$ cat src/rtl/sram_arbiter.sv
// Round-robin arbiter sharing one async 8-bit SRAM between two requesters.
// Each grant runs SETUP -> ACCESS (WAIT_CYCLES) -> HOLD with registered pin controls.
module sram_arbiter #(
  parameter int AW          = 16,
  parameter int WAIT_CYCLES = 2
) (
  input  logic          clk,
  input  logic          reset,
  input  logic          req0,
  input  logic          we0,
  input  logic [AW-1:0] addr0,
  input  logic [7:0]    wdata0,
  output logic          ack0,
  output logic [7:0]    rdata0,
  input  logic          req1,
  input  logic          we1,
  input  logic [AW-1:0] addr1,
  input  logic [7:0]    wdata1,
  output logic          ack1,
  output logic [7:0]    rdata1,
  output logic [AW-1:0] sram_addr,
  output logic [7:0]    sram_dout,
  input  logic [7:0]    sram_din,
  output logic          sram_oe,
  output logic          sram_we_n,
  output logic          busy
);

  localparam logic [1:0] S_IDLE   = 2'd0;
  localparam logic [1:0] S_SETUP  = 2'd1;
  localparam logic [1:0] S_ACCESS = 2'd2;
  localparam logic [1:0] S_HOLD   = 2'd3;

  localparam logic [3:0] LP_WAIT_LAST = 4'(WAIT_CYCLES - 1);

  logic [1:0]    r_state;
  logic [3:0]    r_cnt;
  logic          r_last_grant;
  logic          r_port;
  logic          r_we;
  logic          r_ack0;
  logic          r_ack1;
  logic [7:0]    r_rdata0;
  logic [7:0]    r_rdata1;
  logic [AW-1:0] r_sram_addr;
  logic [7:0]    r_sram_dout;
  logic          r_sram_oe;
  logic          r_sram_we_n;
  logic          r_busy;

  logic          w_grant_valid;
  logic          w_grant_port;
  logic          w_we;
  logic [AW-1:0] w_addr;
  logic [7:0]    w_wdata;

  assign w_grant_valid = req0 | req1;
  assign w_we          = w_grant_port ? we1 : we0;
  assign w_addr        = w_grant_port ? addr1 : addr0;
  assign w_wdata       = w_grant_port ? wdata1 : wdata0;

  // Round-robin pick: on contention the port that did not win last time is served.
  always_comb begin
    w_grant_port = 1'b0;
    if (req0 && req1) begin
      w_grant_port = ~r_last_grant;
    end else if (req1) begin
      w_grant_port = 1'b1;
    end else begin
      w_grant_port = 1'b0;
    end
  end

  // Transaction sequencer; all SRAM pin controls and acks are driven from registers.
  always_ff @(posedge clk or posedge reset) begin
    if (reset) begin
      r_state      <= S_IDLE;
      r_cnt        <= 4'd0;
      r_last_grant <= 1'b1;
      r_port       <= 1'b0;
      r_we         <= 1'b0;
      r_ack0       <= 1'b0;
      r_ack1       <= 1'b0;
      r_rdata0     <= 8'h00;
      r_rdata1     <= 8'h00;
      r_sram_addr  <= '0;
      r_sram_dout  <= 8'h00;
      r_sram_oe    <= 1'b0;
      r_sram_we_n  <= 1'b1;
      r_busy       <= 1'b0;
    end else begin
      r_ack0 <= 1'b0;
      r_ack1 <= 1'b0;
      case (r_state)
        S_IDLE: begin
          if (w_grant_valid) begin
            r_state      <= S_SETUP;
            r_last_grant <= w_grant_port;
            r_port       <= w_grant_port;
            r_we         <= w_we;
            r_sram_addr  <= w_addr;
            r_sram_dout  <= w_wdata;
            r_sram_oe    <= w_we;
            r_sram_we_n  <= 1'b1;
            r_busy       <= 1'b1;
          end
        end
        S_SETUP: begin
          r_state     <= S_ACCESS;
          r_cnt       <= LP_WAIT_LAST;
          r_sram_we_n <= ~r_we;
        end
        S_ACCESS: begin
          if (r_cnt == 4'd0) begin
            // WEn rises here while address and data stay put through HOLD.
            r_state     <= S_HOLD;
            r_sram_we_n <= 1'b1;
            if (!r_we) begin
              if (r_port) begin
                r_rdata1 <= sram_din;
              end else begin
                r_rdata0 <= sram_din;
              end
            end
            if (r_port) begin
              r_ack1 <= 1'b1;
            end else begin
              r_ack0 <= 1'b1;
            end
          end else begin
            r_cnt <= r_cnt - 4'd1;
          end
        end
        S_HOLD: begin
          r_state   <= S_IDLE;
          r_sram_oe <= 1'b0;
          r_busy    <= 1'b0;
        end
        default: begin
          r_state     <= S_IDLE;
          r_sram_oe   <= 1'b0;
          r_sram_we_n <= 1'b1;
          r_busy      <= 1'b0;
        end
      endcase
    end
  end

  assign ack0      = r_ack0;
  assign ack1      = r_ack1;
  assign rdata0    = r_rdata0;
  assign rdata1    = r_rdata1;
  assign sram_addr = r_sram_addr;
  assign sram_dout = r_sram_dout;
  assign sram_oe   = r_sram_oe;
  assign sram_we_n = r_sram_we_n;
  assign busy      = r_busy;

endmodule

$ cat config.mk
export PLATFORM = sky130hd
export DESIGN_NAME = sram_arbiter
export DESIGN_NICKNAME = d
export VERILOG_FILES = /design/src/rtl/sram_arbiter.sv
export SDC_FILE = /design/constraint.sdc
export NUM_CORES = 1
export LEC_CHECK = 0
export ABC_AREA = 1
export ABC_CLOCK_PERIOD_IN_PS = 2200
export CORE_MARGIN = 1
export CORE_UTILIZATION = 43
export CTS_CLUSTER_SIZE = 12
export DETAILED_ROUTE_END_ITERATION = 8
export GPL_TIMING_DRIVEN = 0
export PLACE_DENSITY = 0.8
export SLEW_MARGIN = 20
export SYNTH_ARGS = -nofsm -noshare
export SYNTH_HDL_FRONTEND = slang
export SYNTH_SLANG_ARGS = --single-unit
$ cat constraint.sdc
create_clock -name clk -period 2.2 [get_ports clk]
set_input_delay 0.44 -clock clk [delete_from_list [all_inputs] [get_ports clk]]
set_output_delay 0.44 -clock clk [all_outputs]
set_load 0.1 [all_outputs]
==> results_dict.tcl, run 1 <==
set metrics [dict create \
    grt_pass1_wl_um 10800 \
    cp-end-kind "output port" \
    ios 107 \
    finalHoldViolCount 0 \
    critPathMaxFanout 2 \
    fillerInstances 517 \
    rsz0062_at_grt "false" \
    tightest_slew_ns 1.00 \
    synth_edf_count 0 \
    drt-initial-drc-count 79 \
    dp_hpwl_um 4860 \
    io_buffers 106 \
    worstSetupPathType "flip-flop to output port" \
    cts_tree "built" \
    cts.root.buffer_cell "clkbuf_8" \
    min_period_over_period_pct 96.3 \
    cts_setup_buffers 0 \
    grt_pass1_vias 2330 \
    numClockSinks 54 \
    fin_worst_hold_slack_ns 0.462 \
    setup_viol 0 \
    cts_max_path_buffers 2 \
    first_pass_iters 4 \
    cpLargestDelayFamily "buffers and inverters" \
    crit_path_cell_trace "dlygate4sd2_1" \
    busiest_layer "met2" \
    ant_nets 0 \
    required_ns 1.76 \
    cts_made_buffers 5 \
    grtUsageMet3_pct 3.75 \
    netlist_top_cells_area "dfrtp_1, nand2_1, o211ai_1" \
    slew_violations 0 \
    cp_num_buf_inv 1 \
    syn-num-nets 378 \
    async_flop_share_pct 100 \
    yosys_warnings 0 \
    avgSynthCellArea_um2 8.59 \
    clk_latency_ns 0.31 \
    hold_path_class "flip-flop to flip-flop" \
    drive_gt1_share_pct 11.8 \
    routed_wl_um 6470 \
    synth-seq-cells 54 \
    diodes 0 \
    drv_cap 0 \
    critPathSlowestCell "dlygate4sd2_1" \
    syn_inst 310 \
    viasPerCell 4.79 \
    fmax_ghz 0.472 \
    wl_per_cell_um 13.0 \
    synth_top_area_share_pct 48.9 \
    grt_max_degree 55 \
    clk_pin_slew_worst_paths_ns 0.09 \
    start_kind "flip-flop" \
    use_met1_pct 26.9 \
    dieArea_mm2 0.00651 \
    die_w_um 80.7 \
    routabilityCongestion 0.803 \
    grt_util_met2_pct 36.8 \
    skew_ns 0.0100 \
    fin_nets 491 \
    coreArea_mm2 0.00596 \
    grt_usage_pct 21.8 \
    instances_no_fill 499 \
    antenna_found_initial 0 \
    area_growth_pct 45.4 \
    postCtsHoldBufs 0 \
    synth-seq-area-share_pct 50.8 \
    layout_common_cells "nand2_1, clkdlybuf4s50_1, dfrtp_1" \
    final_common_cell "nand2_1" \
    vias 2392 \
    slowest_delay_ns 0.84 \
    die_h_um 80.7 \
    outcome "completed" \
    synth.largest_area_cell "dfrtp_1" \
    syn_area_mm2 0.00266 \
    synth.distinct_cells 23 \
    synth_ff_type "dfrtp_1" \
    fin_crit_ns 2.12 \
    dp.cells 491 \
    cts_htree_levels 2 \
    slew_headroom_pct 33.5 \
    postCtsResizedCells 45 \
    grt_overflow 0 \
    std_cell_rows 28 \
    arrival_ns 1.68 \
    drc_errors 0 \
    start_util_pct 44.7 \
]
-- cell type report --
cell class | count | area (µm²) | share of cell area, %
flip-flops and latches | 54 | 1350 | 35.0
multi-input cells | 196 | 1040 | 26.8
repair buffers | 106 | 1000 | 25.9
inverters | 48 | 183 | 4.72
well taps | 75 | 93.8 | 2.42
plain buffers | 12 | 91.3 | 2.36
clock buffers | 5 | 68.8 | 1.78
clock inverters | 3 | 40.0 | 1.03
-- metal layers --
metal | up-vias | part of all wire (%)
met5 | - | 0
met2 | 65 | 50
met3 | 12 | 4.1
li1 | 1191 | -
met1 | 1124 | 43
met4 | 0 | 2.7
-- sequential cells by signal, summed over array words and instances (netlist names), 2 cells and up --
register   cells
r_cnt          4
rdata1         8
rdata0         8
r_state        2
sram_dout      8
sram_addr     16
-- metrics by stage --
stage | TNS, ns | worst slack [ns] | instance area [µm²] | util, %
2_1_floorplan | 0 | 0.449 | 2660 | -
6_report | 0 | 0.0821 | 3870 | 65.0
3_5_place_dp | 0 | 0.128 | 3820 | 64.1
3_3_place_gp | -30.83 | -0.591 | 3820 | 64.1
4_1_cts | 0 | 0.0630 | 3870 | 65.0
5_1_grt | 0 | 0.0330 | 3870 | 65.0
-- cells by family after synthesis --
family,after synthesis,share of synthesized area (%)
simple gates,138,21.3
flops,54,50.8
compound gates,51,14.5
buf+inv,60,10.2
xor+xnor,1,0.329
fa+ha+maj,6,2.82
-- synthesized netlist by cell type, drive strengths merged (2+ instances only) --
library cell,instances
buf,11
a21oi,2
ha,6
dfrtp,52
dfstp,2
nor2,10
o21ai,25
o211ai,24
nand2,120
inv,48
nand3,7
-- path summary, 6_finish.rpt --
check                           startpoint  depth (start not counted)      endpoint  slack [ns]
worst min-delay path             sram_we_n                          2     sram_we_n        0.46
worst max-delay path             sram_we_n                          1     sram_we_n        0.08
min in group asynchronous            reset                          2  sram_dout[2]        0.58
worst min register to register   sram_we_n                          2     sram_we_n        0.46
max in group asynchronous            reset                          2      r_cnt[3]        1.17
worst max register to register  r_state[0]                          8          r_we        0.53
Power of run 1 is not shown: default switching activity piles up to over one toggle a cycle in this logic, so the estimate is an artifact.
==> inputs of run 2 (changes only) <==
Settings changed: ABC_AREA 1 to 0, CORE_UTILIZATION 43 to 42.
==> results_dict.tcl, run 2 <==
set metrics [dict create \
    cp_num_buf_inv 1 \
    cts_setup_buffers 0 \
    pre_cts_slack_ns 0.0637 \
    cp.depth 1 \
    fin_nets 390 \
    seqCellArea_mm2 0.00135 \
    r2r_start "r_cnt[0]" \
    layout_common_cells "clkdlybuf4s50_1, dfrtp_1, dlygate4sd2_1" \
    wl_per_cell_um 14.2 \
    reg2regPathDepth 5 \
    postCtsHoldBufs 0 \
    cpLargestDelayFamily "buffers and inverters" \
    first_pass_iters 4 \
    synth_edf_count 0 \
    slew_violations 0 \
    synth.largest_area_cell "dfrtp_1" \
    drive_gt1_share_pct 12.1 \
    grt_overflow 0 \
    start_kind "flip-flop" \
    clk_latency_ns 0.31 \
    routed_wl_um 5600 \
    ios 107 \
    grt_usage_pct 19.6 \
    setup_ws_ns 0.0576 \
    netlist_top_cells_area "dfrtp_1, mux2i_1, o21ai_0" \
    cts_made_buffers 5 \
    setup_viol 0 \
    yosys_warnings 0 \
    antenna_found_initial 0 \
    ant_nets 0 \
    area_growth_pct 48.9 \
    vias 1965 \
    hold_path_class "input pin to async pin" \
    cp-end-kind "output port" \
    synth-seq-area-share_pct 54.7 \
    std_cell_rows 27 \
    slowest_delay_ns 0.85 \
    drt-initial-drc-count 70 \
    yosysMostFrequentCell "dfrtp_1" \
    grt_max_degree 36 \
    clk_pin_slew_worst_paths_ns 0.10 \
    ys_top_cells_by_count "dfrtp_1, nand2_1, mux2i_1" \
    grtUsageMet3_pct 6.55 \
    r2r_slack_ns 0.32 \
    crit_start "sram_we_n" \
    synth_ff_type "dfrtp_1" \
    dieArea_mm2 0.00621 \
    routabilityCongestion 0.740 \
    postCtsResizedCells 45 \
    syn-num-nets 276 \
    multi_input_area_mm2 0.00103 \
    placed_area_mm2 0.00365 \
    use_met1_pct 23.0 \
    final_area_mm2 0.00369 \
    tightest_slew_ns 0.991 \
    min_period_over_period_pct 97.4 \
    cts_max_path_buffers 2 \
    slew_headroom_pct 34.2 \
    critPathMaxFanout 2 \
    numClockSinks 54 \
    synth.distinct_cells 35 \
    syn_area_mm2 0.00248 \
    synth-seq-cells 54 \
    skew_ns 0.00945 \
    worstSetupPathType "flip-flop to output port" \
    outcome "completed" \
    required_ns 1.76 \
    fmax_ghz 0.467 \
    final_common_cell "clkdlybuf4s50_1" \
    critPathSlowestCell "dlygate4sd2_1" \
    busiest_layer "met2" \
    io_buffers 106 \
    async_flop_share_pct 100 \
    drc_errors 0 \
    drv_cap 0 \
    start_util_pct 44.2 \
    cts_htree_levels 2 \
    grt_util_met2_pct 33.7 \
    coreArea_mm2 0.00561 \
    finalHoldViolCount 0 \
    fin_crit_ns 2.14 \
    synth_top_area_share_pct 52.6 \
    die_h_um 78.8 \
    avgSynthCellArea_um2 11.9 \
    rsz0062_at_grt "false" \
    worstReg2RegEnd "r_state[1]" \
    cts_tree "built" \
    cts.root.buffer_cell "clkbuf_8" \
    syn_inst 208 \
    die_w_um 78.8 \
    fillerInstances 528 \
    largest_reg_flops 16 \
    crit_path_cell_trace "dlygate4sd2_1" \
    grt_pass1_vias 2031 \
    viasPerCell 4.97 \
    arrival_ns 1.70 \
    dp_hpwl_um 4330 \
    grt_pass1_wl_um 9400 \
    worstSetupEndpoint "sram_we_n" \
    diodes 0 \
]
run 2: cell count changes after synthesis, moves of 16 or more:
cell / previous run / this run
nand2_1: 113 / 28
inv_1: 46 / 8
mux2i_1: 0 / 27
o211ai_1: 24 / 0
o21ai_0: 9 / 26
o21ai_2: 16 / 0
run 2: per-layer routing:
layer / vias to the layer above / share of wire, %
met5: - / 0
met4: 0 / 1.3
met3: 7 / 6.8
met2: 74 / 50
met1: 927 / 42
li1: 957 / -
run 2: worst reg2reg max path, cell delays in order, from the launching register on:
cell and delay (ns):
dfrtp_1 0.44, inv_1 0.08, ha_1 0.25, or3b_1 0.43
a21oi_2 0.22, mux2_2 0.36
run 2: worst min-delay path by stage:
stage | startpoint | endpoint | slack, ns | depth (start not counted)
final | reset | sram_dout[2] | 0.45 | 2
after global routing | reset | sram_dout[4] | 0.48 | 2
after CTS | reset | sram_addr[2] | 0.46 | 2
after detailed placement | sram_dout[0] | sram_dout[0] | 0.47 | 2
after global placement | sram_addr[0] | sram_addr[0] | 0.46 | 2
after floorplan | r_port | ack0 | 0.47 | 1
run 2: logic make-up (layout without fill, tap and decap cells):
| family | count (synthesis) | count (layout) | synth area share [%] |
|---|---|---|---|
| flops | 54 | 54 | 54.7 |
| compound gates | 44 | 44 | 10.3 |
| mux | 44 | 44 | 19.9 |
| simple gates | 42 | 42 | 8.59 |
| buf+inv | 18 | 133 | 3.54 |
| fa+ha+maj | 6 | 6 | 3.03 |
run 2: final cells by class:
cell class                      instances  share of cell area (%)
Timing Repair Buffer                  107                    27.8
Tap cell                               72                    2.44
Clock inverter                          3                   0.713
Multi-Input combinational cell        136                    28.1
Inverter                                8                   0.815
Buffer                                 10                    1.56
Clock buffer                            5                    1.87
Sequential cell                        54                    36.7
run 2: per-stage QoR:
stage | TNS, ns | hold slack (ns) | instances | utilization (%)
after floorplan | 0 | 0.469 | 208 | -
after global placement | -27.43 | 0.462 | 386 | 64.7
after detailed placement | 0 | 0.470 | 387 | 65.0
after CTS | 0 | 0.459 | 395 | 65.7
after global routing | 0 | 0.481 | 395 | 65.7
final | 0 | 0.455 | 395 | 65.7
Power of run 2 is left out for the same reason.
